[src/rtl/fetch_redirect_ctrl.sv]
// rtl/fetch_redirect_ctrl.sv - fetch redirect, flush and stall control with optional perf counters
// Optional feature: define FETCH_PERF_CNT_EN to build the mispredict and stall-cycle counters.
module fetch_redirect_ctrl #(
    parameter int CNT_W       = 16,
    parameter int RECOVER_CYC = 1
) (
    input  logic             clk,
    input  logic             rst,
    input  logic             branch_e,
    input  logic             PCSrcE,
    input  logic             pred_taken_e,
    input  logic [31:0]      PCTargetE,
    input  logic [31:0]      PCPlus4E,
    input  logic             load_use_stall_i,
    input  logic             imem_ready_i,
    output logic             StallF,
    output logic             StallD,
    output logic             FlushD,
    output logic             FlushE,
    output logic             redirect_o,
    output logic [31:0]      redirect_pc_o,
    output logic [CNT_W-1:0] mispredict_cnt_o,
    output logic [CNT_W-1:0] stall_cnt_o
);

    typedef enum logic [1:0] {
        RUN     = 2'd0,
        RECOVER = 2'd1,
        MEMWAIT = 2'd2
    } state_t;

    localparam logic [2:0] RCNT_INIT = 3'(RECOVER_CYC);

    state_t      state;
    state_t      state_nx;
    logic        pend;
    logic        pend_nx;
    logic [31:0] pend_pc;
    logic [31:0] pend_pc_nx;
    logic [2:0]  rcnt;
    logic [2:0]  rcnt_nx;
    logic [31:0] last_pc;
    logic [31:0] redir_pc;
    logic [31:0] fix_pc;
    logic        mp;

    assign fix_pc = PCSrcE ? PCTargetE : PCPlus4E;

    always_ff @(posedge clk or posedge rst) begin
        if (rst) begin
            state   <= RUN;
            pend    <= 1'b0;
            pend_pc <= 32'd0;
            rcnt    <= 3'd0;
        end else begin
            state   <= state_nx;
            pend    <= pend_nx;
            pend_pc <= pend_pc_nx;
            rcnt    <= rcnt_nx;
        end
    end

    // Outputs are gated by rst so the pipeline sees no stall/flush/redirect during reset.
    always_comb begin
        state_nx   = state;
        pend_nx    = pend;
        pend_pc_nx = pend_pc;
        rcnt_nx    = rcnt;
        StallF     = 1'b0;
        StallD     = 1'b0;
        FlushD     = 1'b0;
        FlushE     = 1'b0;
        redirect_o = 1'b0;
        redir_pc   = fix_pc;
        mp         = 1'b0;
        if (!rst) begin
            case (state)
                RUN: begin
                    mp = branch_e & (PCSrcE ^ pred_taken_e);
                    if (mp && imem_ready_i) begin
                        redirect_o = 1'b1;
                        FlushD     = 1'b1;
                        FlushE     = 1'b1;
                        rcnt_nx    = RCNT_INIT;
                        state_nx   = RECOVER;
                    end else if (mp) begin
                        // Memory busy: park the corrected PC until the fetch can be redirected.
                        pend_nx    = 1'b1;
                        pend_pc_nx = fix_pc;
                        FlushE     = 1'b1;
                        StallF     = 1'b1;
                        StallD     = 1'b1;
                        state_nx   = MEMWAIT;
                    end else if (load_use_stall_i) begin
                        StallF = 1'b1;
                        StallD = 1'b1;
                        FlushE = 1'b1;
                    end else if (!imem_ready_i) begin
                        StallF   = 1'b1;
                        StallD   = 1'b1;
                        FlushD   = 1'b1;
                        state_nx = MEMWAIT;
                    end
                end
                RECOVER: begin
                    FlushD = 1'b1;
                    StallF = !imem_ready_i;
                    if (rcnt <= 3'd1) begin
                        rcnt_nx  = 3'd0;
                        state_nx = RUN;
                    end else begin
                        rcnt_nx = rcnt - 3'd1;
                    end
                end
                MEMWAIT: begin
                    if (!imem_ready_i) begin
                        StallF = 1'b1;
                        StallD = 1'b1;
                        FlushD = 1'b1;
                    end else if (pend) begin
                        redirect_o = 1'b1;
                        redir_pc   = pend_pc;
                        FlushD     = 1'b1;
                        pend_nx    = 1'b0;
                        rcnt_nx    = RCNT_INIT;
                        state_nx   = RECOVER;
                    end else begin
                        state_nx = RUN;
                    end
                end
                default: state_nx = RUN;
            endcase
        end
    end

    always_ff @(posedge clk or posedge rst) begin
        if (rst) begin
            last_pc <= 32'd0;
        end else if (redirect_o) begin
            last_pc <= redir_pc;
        end
    end

    assign redirect_pc_o = redirect_o ? redir_pc : last_pc;

`ifdef FETCH_PERF_CNT_EN
    logic [CNT_W-1:0] mp_cnt;
    logic [CNT_W-1:0] st_cnt;

    // Both counters saturate rather than wrap.
    always_ff @(posedge clk or posedge rst) begin
        if (rst) begin
            mp_cnt <= '0;
            st_cnt <= '0;
        end else begin
            if (mp && (mp_cnt != {CNT_W{1'b1}})) begin
                mp_cnt <= mp_cnt + 1'b1;
            end
            if (StallF && (st_cnt != {CNT_W{1'b1}})) begin
                st_cnt <= st_cnt + 1'b1;
            end
        end
    end

    assign mispredict_cnt_o = mp_cnt;
    assign stall_cnt_o      = st_cnt;
`else
    assign mispredict_cnt_o = '0;
    assign stall_cnt_o      = '0;
`endif

endmodule

[config.mk]
export PLATFORM = sky130hd
export DESIGN_NAME = fetch_redirect_ctrl
export DESIGN_NICKNAME = d
export VERILOG_FILES = /design/src/rtl/fetch_redirect_ctrl.sv
export SDC_FILE = /design/constraint.sdc
export NUM_CORES = 1
export LEC_CHECK = 0
export CAP_MARGIN = 20
export CORE_MARGIN = 4
export CORE_UTILIZATION = 35
export CTS_CLUSTER_DIAMETER = 60
export DETAILED_ROUTE_END_ITERATION = 7
export HOLD_SLACK_MARGIN = 0.1
export PLACE_DENSITY_LB_ADDON = 0.1
export SYNTH_ARGS = -nofsm -noshare
export SYNTH_HDL_FRONTEND = slang
export SYNTH_SLANG_ARGS = --single-unit
[constraint.sdc]
create_clock -name clk -period 4.25 [get_ports clk]
set_clock_uncertainty 0.05 [all_clocks]
set_input_delay 0.6375 -clock clk [delete_from_list [all_inputs] [get_ports clk]]
set_output_delay 0.6375 -clock clk [all_outputs]
set_load 0.005 [all_outputs]
Yosys cells after proc, flatten, opt, wreduce, memory -nomap -nowiden
Index checks and enable logic that the tools add are counted.
{ "word_totals": {"regBits": 70, "out_inout_bits": 69} }
{ "op_classes": {"add_sub_neg": 1, "magnitude_cmp": 1, "n_eq_ne": 10, "n_mux": 47, "bitwise": 4, "n_reduce_logical": 9} }
{ "ops": {"columns": ["cell", "count"], "rows": [
  ["32-bit 2-to-1 mux", 6],
  ["1-bit 2-to-1 mux", 24],
  ["5-bit AND reduction", 3],
  ["2-bit 2-to-1 mux", 6],
  ["3-bit 2-to-1 mux", 4],
  ["2-bit != test (second input constant)", 6],
  ["3-bit one-hot mux with 3 select lines", 1],
  ["4-bit != test (second input constant)", 2],
  ["1-bit one-hot mux with 2 select lines", 3],
  ["1-bit one-hot mux with 3 select lines", 2],
  ["2-bit one-hot mux with 3 select lines", 1],
  ["4-bit AND reduction", 1],
  ["3-bit by 1-bit <= comparator with 1-bit output (second input constant)", 1],
  ["3-bit nonzero test", 1],
  ["3-bit by 1-bit subtractor with 3-bit output (second input constant)", 1],
  ["2-bit by 1-bit == test with 1-bit output (second input constant)", 1],
  ["2-bit == test (second input constant)", 1],
  ["2-bit zero test", 1],
  ["1-bit NOT", 2],
  ["2-bit nonzero test", 1],
  ["1-bit AND", 1],
  ["1-bit logical AND", 1],
  ["1-bit zero test", 1],
  ["1-bit XOR", 1]
]} }

Longest topological paths before layout
{ "logic_depth": {"ltp_word": 7, "depth_mapped": 7} }

Worst setup path after synthesis
No wires, ideal clock.
{ "synth_timing": {"path_type": "input to output", "startpoint": "input port rst", "endpoint": "output port FlushD", "t_arrival_ps": 2617, "required_ps": 3562, "setup_slack_ps": 945, "path_stages": 4, "n_path_buf": 1, "path_cell_list": "clkbuf_1 inv_1 nand2_1 a21oi_1"} }
{ "synth_via": {"elab_chain_cells": 1} }
{ "synth_lines": {"columns": ["item", "line", "text"], "rows": [
  ["from (decl)", "8", "input logic rst,"],
  ["1-bit 2-to-1 mux", "76", "if (!rst) begin"],
  ["to (decl)", "18", "output logic FlushD,"]
]} }
No other way between the ends.

Worst setup path after layout
{ "layout_timing": {"startpoint": "input port imem_ready_i", "endpoint": "output port redirect_pc_o[1]"} }
{ "layout_via": {"elab_chain_cells": 5, "elab_cells_between_ends": 9, "classes_between": "8 x mux; 1 x reduce/logical"} }
{ "layout_lines": {"columns": ["item", "line", "text"], "rows": [
  ["from (decl)", "15", "input logic imem_ready_i,"],
  ["1-bit logical AND", "80", "if (mp && imem_ready_i) begin"],
  ["1-bit 2-to-1 mux", "80", null],
  ["1-bit one-hot mux with 2 select lines", "77", "case (state)"],
  ["1-bit 2-to-1 mux", "76", null],
  ["32-bit 2-to-1 mux *", "144", "assign redirect_pc_o = redirect_o ? redir_pc : last_pc;"],
  ["to (decl)", "21", "output logic [31:0] redirect_pc_o,"]
]} }
Every way passes the cells marked *; elsewhere a longest branch is shown, timed or not.

==> metrics.txt <==
# TYPE chip_impl_metric gauge
chip_impl_info{name="outcome",value="finished, final reports clean"} 1
chip_impl_metric{name="ctsHoldBuffers",unit=""} 0
chip_impl_metric{name="synth_seq_cells",unit=""} 70
chip_impl_metric{name="comb_power_share",unit="%"} 36.8
chip_impl_metric{name="cts.clk_slew.worst_paths",unit="ns"} 0.06
chip_impl_metric{name="nNetsFinal",unit=""} 502
chip_impl_info{name="cts_tree",value="built"} 1
chip_impl_metric{name="number_of_antenna_violations_at_the_first_check_in_global_routing",unit=""} 0
chip_impl_metric{name="final_layout_size_suffix_gt1_share",unit="%"} 31.1
chip_impl_metric{name="cts_setup_buffers",unit=""} 0
chip_impl_metric{name="p_leak",unit="nW"} 2.41
chip_impl_metric{name="p_clk_share",unit="%"} 26.0
chip_impl_metric{name="net-switching-power",unit="W"} 0.000771
chip_impl_metric{name="post_layout_minimum_cycle_time",unit="ns"} 3.71
chip_impl_metric{name="floorplan.rows",unit=""} 38
chip_impl_metric{name="via_count",unit=""} 2652
chip_impl_metric{name="syn_area_per_cell",unit="um^2"} 12.5
chip_impl_metric{name="drc",unit=""} 0
chip_impl_metric{name="antenna_cells_inserted",unit=""} 0
chip_impl_metric{name="area_growth_syn_to_layout",unit="%"} 34.0
chip_impl_metric{name="pre_cts_slack",unit="ns"} 0.358
chip_impl_metric{name="groute.usage.overall",unit="%"} 13.2
chip_impl_metric{name="fillCellCount",unit=""} 1014
chip_impl_info{name="clock-root-buffer",value="clkbuf_16"} 1
chip_impl_metric{name="clock_sinks",unit=""} 70
chip_impl_metric{name="die-area",unit="um^2"} 13300
chip_impl_metric{name="worst-endpoint-required",unit="ns"} 3.56
chip_impl_metric{name="initial_core_util",unit="%"} 36.5
chip_impl_metric{name="hold_violations",unit=""} 0
chip_impl_metric{name="clock_path_buffers",unit=""} 2
chip_impl_metric{name="cts.repair.resized",unit=""} 0
chip_impl_metric{name="yosys_warnings",unit=""} 0
chip_impl_metric{name="post-route-worst-setup-slack",unit="ns"} 0.541
chip_impl_info{name="startpoint_type",value="primary input"} 1
chip_impl_metric{name="detailedRoute.firstPassIterationCount",unit=""} 4
chip_impl_metric{name="max_h_tree_level",unit=""} 3
chip_impl_metric{name="critical_path.max_fanout",unit=""} 24
chip_impl_metric{name="top_level_ports",unit=""} 140
chip_impl_metric{name="vias_in_the_first_global_route",unit=""} 2763
chip_impl_metric{name="synth-seq-area-share",unit="%"} 43.4
chip_impl_metric{name="worst-slew-pin-transition",unit="ns"} 0.917
chip_impl_metric{name="timing.max_cap.violations",unit=""} 0
chip_impl_metric{name="gp_congestion",unit=""} 0.714
chip_impl_metric{name="die_w",unit="um"} 115
chip_impl_metric{name="grt_remaining_overflow",unit=""} 0
chip_impl_metric{name="power_density",unit="nW/um^2"} 541
chip_impl_metric{name="syn-cell-area",unit="um^2"} 4040
chip_impl_metric{name="postRouteWirelength",unit="mm"} 8.78
chip_impl_metric{name="ir_drop",unit="V"} 0.000231
chip_impl_metric{name="drt_first_iter_violations",unit=""} 52
chip_impl_metric{name="drt.antenna.violating_nets",unit=""} 0
chip_impl_info{name="timing.hold.worst.class",value="reg2reg"} 1
chip_impl_metric{name="core-area",unit="um^2"} 11100
chip_impl_metric{name="synth_cells",unit=""} 322
chip_impl_metric{name="maxSlewViolCount",unit=""} 0
chip_impl_metric{name="critical_path_arrival",unit="ns"} 3.02
chip_impl_metric{name="port-buffer-count",unit=""} 107
chip_impl_info{name="critPathKind",value="in2out"} 1
chip_impl_metric{name="p_int",unit="W"} 0.00216
chip_impl_metric{name="share_of_the_cycle_needed_by_the_critical_path_after_routing",unit="%"} 87.3
chip_impl_metric{name="viasPerCell",unit=""} 4.62
chip_impl_info{name="endpoint_kind",value="output pin"} 1
chip_impl_metric{name="hpwl",unit="mm"} 6.03
chip_impl_metric{name="tritoncts.num_buffers",unit=""} 9
chip_impl_metric{name="netSwitchingFraction",unit="%"} 26.3
chip_impl_metric{name="design_power_total",unit="W"} 0.00293
chip_impl_metric{name="die_height",unit="um"} 115
chip_impl_metric{name="timing.max_slew.rel_slack",unit="%"} 38.9
chip_impl_metric{name="power_frac_seq",unit="%"} 37.2
chip_impl_metric{name="avgRoutedWirePerCell",unit="um"} 15.3
chip_impl_metric{name="clk-insertion-delay-late",unit="ns"} 0.32
chip_impl_metric{name="whs",unit="ns"} 0.432
chip_impl_info{name="rsz0062_at_grt",value="no"} 1
chip_impl_metric{name="maximum_number_of_pins_on_one_net_before_global_route_repair",unit=""} 72
chip_impl_metric{name="highest_achievable_clock_rate",unit="GHz"} 0.270
chip_impl_metric{name="tns",unit="ns"} 0
chip_impl_metric{name="distinct_cell_type_count_after_synthesis",unit=""} 37
chip_impl_metric{name="setup_viol_count_final",unit=""} 0
chip_impl_metric{name="grt_first_pass_wirelength",unit="mm"} 13.8
## worst max-delay path, cell delays in order
cell             delay, ns
clkdlybuf4s50_1       0.48
or3b_4                0.42
nor2_4                0.16
buf_12                0.20
mux2_2                0.35
mux2_1                0.30
clkdlybuf4s50_1       0.47
## cells by family after synthesis
group	count (synthesis)	synth area share [%]
mux	122	36.1
flops	70	43.4
buf+inv	65	10.9
simple gates	33	4.40
compound gates	28	4.12
fa+ha+maj	2	0.619
other cells	1	0.0928
xor+xnor	1	0.403
## registers in the layout, summed over array words and instances, names as in the netlist
| register | flops |
|---|---|
| state | 2 |
| pend | 1 |
| last_pc | 32 |
| pend_pc | 32 |
| rcnt | 3 |
## power by group through the flow
stage	Sequential, W	Clock [W]	Combinational, W
after floorplan	0.00105	0	0.000636
after global placement	0.00108	0	0.00107
after detailed placement	0.00110	0	0.00109
after CTS	0.00109	0.000786	0.00110
after global routing	0.00113	0.000819	0.00118
final	0.00109	0.000761	0.00108
## metrics by stage
stage | util [%] | area [um^2] | cells
final | 48.9 | 5410 | 574
after global routing | 48.9 | 5410 | 574
after CTS | 48.7 | 5390 | 573
after detailed placement | 45.9 | 5090 | 557
after global placement | 45.9 | 5090 | 557
after floorplan | - | 4160 | 353
## path summary, 6_finish.rpt
check	startpoint	end	slack, ns	cells past startpoint
max	imem_ready_i	redirect_pc_o[1]	0.54	7
min	pend_pc[29]$_DFFE_PP0P_	pend_pc[29]$_DFFE_PP0P_	0.43	2
max reg2reg	state[0]$_DFFE_PP0P_	last_pc[1]$_DFF_PP0_	2.06	5
min reg2reg	pend_pc[29]$_DFFE_PP0P_	pend_pc[29]$_DFFE_PP0P_	0.43	2
max in group asynchronous	rst	rcnt[0]$_DFFE_PP0P_	2.46	4
min in group asynchronous	rst	last_pc[2]$_DFF_PP0_	1.09	4
## cell type report
cell class	instances	area [um^2]	share of cell area [%]
Inverter	14	52.6	0.971
Clock inverter	6	67.6	1.25
Timing Repair Buffer	116	1160	21.4
Tap cell	140	175	3.24
Clock buffer	10	239	4.41
Sequential cell	70	1750	32.4
Multi-Input combinational cell	218	1970	36.4
## metal layers
layer	routed length [um]	vias to the layer above	GRT usage, %
met5	0	-	0
met4	100	0	3.83
met3	582	9	3.55
met2	4230	85	22.6
met1	3860	1288	16.4
li1	-	1270	-
## layout by cell type, fill, tap and decap left out, types with 2 or more instances in the layout
cell and instances:
inv_6 2, conb_1 32, nor2b_1 5, clkdlybuf4s50_1 106, mux2i_1 17, clkbuf_16 9
inv_1 13, mux2_1 2, nor4_1 2, nand2_1 13, o21ai_0 12, buf_12 2
nor2_1 3, clkinvlp_4 2, buf_4 7, dfrtp_1 70, ha_1 2, a21oi_1 6
mux2_2 75, a31oi_1 2, nand3b_1 2, mux2_4 28
## synthesized netlist by cell type
library cell,count,share of area (%)
a21o_1,1,0.19
buf_2,4,0.50
mux2i_1,17,4.2
and3_1,1,0.15
nor4_1,2,0.31
o21ai_0,12,1.5
xor2_2,1,0.40
a21boi_0,1,0.19
nand3b_1,2,0.37
nand3_1,2,0.25
a211oi_1,1,0.19
nand2_1,13,1.2
dfrtp_1,70,43
or3b_4,1,0.28
nand4b_1,1,0.22
nor2_1,3,0.28
buf_12,1,0.50
o21a_1,1,0.19
buf_6,7,2.0
a31oi_1,2,0.31
mux2_2,75,21
clkbuf_1,6,0.56
o2bb2ai_1,1,0.22
mux2_4,28,10
o21bai_1,1,0.19
ha_1,2,0.62
conb_1,1,0.093
nor3_1,1,0.12
mux2_1,2,0.56
nor2_4,1,0.28
inv_1,14,1.3
buf_4,33,6.1
a221oi_1,1,0.22
o22a_1,1,0.22
nor2b_1,5,0.77
a21oi_1,6,0.74
and2_1,1,0.15
No activity file was read; power rests on OpenSTA's default activity.
